$ cat src/rtl/sram22_param_1rw.sv
// Parametrised 1RW SRAM model with request handshake, post-reset clear and byte-lane style write mask.
// Define SRAM22_OUT_REG_EN to add a second read register stage (read latency 2).
module sram22_param_1rw #(
    parameter int DATA_WIDTH = 32,
    parameter int ADDR_WIDTH = 6,
    parameter int MASK_GRAN = 4,
    localparam int WMASK_WIDTH = DATA_WIDTH / MASK_GRAN,
    localparam int RAM_DEPTH = 1 << ADDR_WIDTH
) (
    input  logic                   clk,
    input  logic                   rst_n,
    input  logic                   req_valid,
    output logic                   req_ready,
    input  logic                   we,
    input  logic [WMASK_WIDTH-1:0] wmask,
    input  logic [ADDR_WIDTH-1:0]  addr,
    input  logic [DATA_WIDTH-1:0]  din,
    output logic                   rsp_valid,
    output logic [DATA_WIDTH-1:0]  dout,
    output logic                   init_busy
);

    // state   | meaning
    // ST_INIT | clearing one word per cycle, requests ignored
    // ST_RUN  | accepting one read or write per cycle
    typedef enum logic {ST_INIT, ST_RUN} state_t;

    generate
        if (DATA_WIDTH % MASK_GRAN != 0) begin : g_bad_gran
            $fatal(1, "sram22_param_1rw: MASK_GRAN must divide DATA_WIDTH");
        end
    endgenerate

    state_t                 state;
    logic [ADDR_WIDTH-1:0]  init_addr;
    logic [DATA_WIDTH-1:0]  mem [RAM_DEPTH];
    logic [DATA_WIDTH-1:0]  bit_mask;
    logic [DATA_WIDTH-1:0]  wr_word;
    logic                   acc_wr;
    logic                   acc_rd;

    always_comb begin
        bit_mask = '0;
        for (int k = 0; k < WMASK_WIDTH; k++) begin
            bit_mask[k*MASK_GRAN +: MASK_GRAN] = {MASK_GRAN{wmask[k]}};
        end
    end

    assign wr_word = (mem[addr] & ~bit_mask) | (din & bit_mask);
    assign acc_wr  = req_valid & req_ready & we;
    assign acc_rd  = req_valid & req_ready & ~we;

`ifdef SRAM22_OUT_REG_EN
    logic                  rd_valid_q;
    logic [DATA_WIDTH-1:0] rd_data_q;
`endif

    // Array contents are deliberately left alone in the reset branch.
    always_ff @(posedge clk or negedge rst_n) begin
        if (!rst_n) begin
            state     <= ST_INIT;
            init_addr <= '0;
            req_ready <= 1'b0;
            init_busy <= 1'b1;
            rsp_valid <= 1'b0;
            dout      <= '0;
`ifdef SRAM22_OUT_REG_EN
            rd_valid_q <= 1'b0;
            rd_data_q  <= '0;
`endif
        end else begin
            if (state == ST_INIT) begin
                mem[init_addr] <= '0;
                init_addr      <= init_addr + ADDR_WIDTH'(1);
                if (init_addr == ADDR_WIDTH'(RAM_DEPTH - 1)) begin
                    state     <= ST_RUN;
                    req_ready <= 1'b1;
                    init_busy <= 1'b0;
                end
            end else if (acc_wr) begin
                mem[addr] <= wr_word;
            end
`ifdef SRAM22_OUT_REG_EN
            rd_valid_q <= acc_rd;
            if (acc_rd) begin
                rd_data_q <= mem[addr];
            end
            rsp_valid <= rd_valid_q;
            if (rd_valid_q) begin
                dout <= rd_data_q;
            end
`else
            rsp_valid <= acc_rd;
            if (acc_rd) begin
                dout <= mem[addr];
            end
`endif
        end
    end

endmodule

$ cat config.mk
export PLATFORM = sky130hd
export DESIGN_NAME = sram22_param_1rw
export DESIGN_NICKNAME = d
export VERILOG_FILES = /design/src/rtl/sram22_param_1rw.sv
export SDC_FILE = /design/constraint.sdc
export NUM_CORES = 2
export LEC_CHECK = 0
export BUFFER_PORTS_ARGS = -buffer_cell sky130_fd_sc_hd__clkbuf_2
export CAP_MARGIN = 20
export CORE_AREA = 4 4 457 459
export CTS_CLUSTER_DIAMETER = 30
export CTS_CLUSTER_SIZE = 8
export DETAILED_ROUTE_END_ITERATION = 12
export DIE_AREA = 0 0 461 463
export PLACE_DENSITY = 0.63
export SLEW_MARGIN = 40
export SYNTH_ARGS = -nofsm -noshare
export SYNTH_HDL_FRONTEND = slang
export SYNTH_SLANG_ARGS = --single-unit
$ cat constraint.sdc
create_clock -name clk -period 5.9 [get_ports clk]
set_input_delay 1.18 -clock clk [delete_from_list [all_inputs] [get_ports clk]]
set_output_delay 1.18 -clock clk [all_outputs]
set_load 0.01 [all_outputs]
==> impl_metrics.py <==
metrics = {
    "status": {
        "outcome": "finished, final reports clean",
    },
    "floorplan": {
        "dieArea_mm2": 0.213,
        "fp.dieW_um": 461,
        "dieHeight_um": 463,
        "fp.coreArea_mm2": 0.204,
        "io_pins": 85,
        "start_util_pct": 39.8,
        "rows": 166,
    },
    "sta": {
        "rsz0062_at_grt": "false",
        "tightestPinTransition_ns": 0.900,
        "slew_viol_final": 0,
        "post-route-period-util_pct": 71.1,
        "clock.fmax_ghz": 0.238,
        "setup_viol": 0,
        "finClkSkew_ns": 0.0900,
        "slew_headroom_pct": 39.8,
        "finalSetupTns_ns": 0,
        "holdWs_ns": 0.452,
        "fin_crit_ns": 4.20,
        "hold_viol": 0,
    },
    "critical_path": {
        "worstPathRequired_ns": 6.48,
        "crit_path_end_kind": "register",
        "critPathLaunchType": "register",
        "path_max_fanout": 23,
        "critical_path_arrival_ns": 4.77,
        "path_class": "register to register",
    },
    "clocking": {
        "clock_sinks": 2090,
        "numCtsBuffers": 406,
        "cts_root_buffer": "clkbuf_16",
        "clk_pin_slew_worst_paths_ns": 0.05,
        "cts_buffer_depth": 4,
        "cts_resized": 0,
        "ctsHoldBuffers": 0,
        "h-tree-depth": 5,
        "post_cts_buffers": 0,
        "cts_tree": "yes",
        "clock_latency_ns": 0.97,
    },
    "detailed_routing": {
        "drt_iter0_markers": 6301,
        "dr.pass1.iters": 6,
        "vias_per_cell": 5.95,
        "drc_errors": 0,
        "postRouteAntennaNets": 0,
        "routedWlPerCell_um": 32.6,
        "vias": 47200,
        "wl_mm": 259,
    },
    "logic_synthesis": {
        "ys_seq_area_share_pct": 76.8,
        "synth.distinct_cells": 61,
        "synth_xor_area_share_pct": 0.0538,
        "synthSimpleGateAreaFrac_pct": 3.36,
        "synth_area_mm2": 0.0814,
        "synth-compound-area-share_pct": 4.65,
        "synthesis.nets": 4484,
        "synthMuxAreaShare_pct": 13.1,
        "synthFlopType": "edfxtp_1",
        "syn_inst": 4433,
        "synth_warnings": 0,
        "synth_fa_ha_area_share_pct": 0.0154,
        "synth_top_family_by_area": "multiplexers",
        "ys_async_sr_fraction_pct": 2.01,
        "synth_edf_count": 2048,
        "synth-seq-cells": 2090,
        "syn-mean-instance-area_um2": 18.4,
    },
    "flow_run": {
        "maxCapViolations": 0,
    },
    "cells_and_area": {
        "syn2layout_area_growth_pct": 23.8,
        "finalInstanceArea_mm2": 0.101,
        "finalNetCount": 5006,
        "drive_above_1_share_pct": 22.6,
        "n_fill_cell": 16500,
        "layout_common_cells": "edfxtp_1 (2048), mux2i_1 (813), clkbuf_16 (412)",
        "final_common_cell": "edfxtp_1",
    },
    "placed_design": {
        "dp_hpwl_mm": 152,
        "placedInstanceArea_mm2": 0.0877,
        "gp_congestion": 0.881,
        "io_buffers": 84,
    },
    "power": {
        "total_power_mw": 39.0,
        "peakVddDrop_v": 0.000352,
        "power.leakage_nw": 30.8,
        "powerDensity_mw_per_mm2": 387,
    },
    "grt": {
        "grt_usage_pct": 23.8,
        "gr-total-overflow": 0,
        "grt_pass1_wl_mm": 359,
        "grt_start_max_net_pins": 75,
        "antenna_found_initial": 10,
        "grt_pass1_vias": 46400,
    },
    "worst_hold_path": {
        "min_path_type": "input port to async pin",
    },
}
cell type report:
class / instances / area [um2] / area share [%]
Tap cell: 2688 / 3360 / 3.34
Clock inverter: 202 / 2240 / 2.23
Inverter: 8 / 30.0 / 0.0298
Clock buffer: 497 / 10800 / 10.7
Antenna cell: 3 / 7.51 / 0.00745
Sequential cell: 2090 / 62600 / 62.1
Multi-Input combinational cell: 2086 / 18200 / 18.0
Timing Repair Buffer: 363 / 3620 / 3.59
metrics by stage:
stage | utilization [%] | worst slack (ns) | cells
floorplan | - | 0.154 | 4433
global placement | 42.7 | 1.00 | 7209
detailed placement | 42.9 | 1.00 | 7231
CTS | 49.3 | 1.80 | 7930
global route | 49.3 | 1.74 | 7935
finish | 49.3 | 1.70 | 7937
cell usage after synthesis, types with 53 or more instances:
library cell | count | area (um2)
buf_4 | 59 | 443
o22ai_1 | 150 | 938
clkbuf_1 | 99 | 372
nor2_1 | 141 | 529
edfxtp_1 | 2048 | 61500
mux2i_1 | 813 | 8140
mux4_2 | 97 | 2180
nor3_1 | 53 | 265
o21ai_0 | 72 | 360
nand2_1 | 92 | 345
nand3_1 | 151 | 756
a22oi_1 | 228 | 1710
routing by layer:
metal / vias to the layer above / wire length, um / part of all wire [%] / track usage [%]
li1: 19100 / - / - / -
met1: 24500 / 96900 / 37 / 31.4
met2: 2960 / 119000 / 46 / 36.6
met3: 613 / 28100 / 11 / 6.14
met4: 8 / 14900 / 5.8 / 12.1
met5: - / 176 / 0.068 / 0
sequential cells by signal (all words and copies together), names as in the netlist:
name / flops
rsp_valid: 1
req_ready: 1
init_addr: 6
state: 1
dout: 32
init_busy: 1
mem: 2048
where the power goes:
part	leakage (nW)	internal [mW]	switching, mW
Sequential	14.8	16.1	0
Combinational	9.60	0.304	0.657
Clock	6.36	14.8	7.08
cell families (layout without fill, tap and decap cells):
logic type,count (synthesis),in the layout
other,0,3
XOR/XNOR,5,5
buffers and inverters,257,1070
flip-flops,2090,2090
AO/OA/AOI/OAI,577,577
AND/OR/NAND/NOR,563,563
adder cells (fa/ha/maj),1,1
multiplexers,940,940
final timing paths:
| kind | start | to | slack (ns) | depth (start not counted) |
|---|---|---|---|---|
| max in group asynchronous | rst_n | dout[25]$_DFFE_PN0P_ | 4.91 | 2 |
| min in group clk | dout[5]$_DFFE_PN0P_ | dout[5]$_DFFE_PN0P_ | 0.48 | 2 |
| worst max-delay path | state$_DFF_PN0_ | mem[33][0]$_DFFE_PP_ | 1.70 | 8 |
| worst min-delay path | rst_n | dout[23]$_DFFE_PN0P_ | 0.45 | 2 |
| worst min register to register | dout[5]$_DFFE_PN0P_ | dout[5]$_DFFE_PN0P_ | 0.48 | 2 |
| worst max register to register | state$_DFF_PN0_ | mem[33][0]$_DFFE_PP_ | 1.70 | 8 |
critical path, cell delays in order (launching register included):
cell,delay [ns]
dfrtp_1,0.64
nand3_1,0.45
nor2_4,0.55
buf_4,0.40
nand2_1,0.13
nand2_1,0.15
nand2_1,0.40
nor2_4,0.73
buf_12,0.29
No activity file was read; power rests on OpenSTA's default activity.
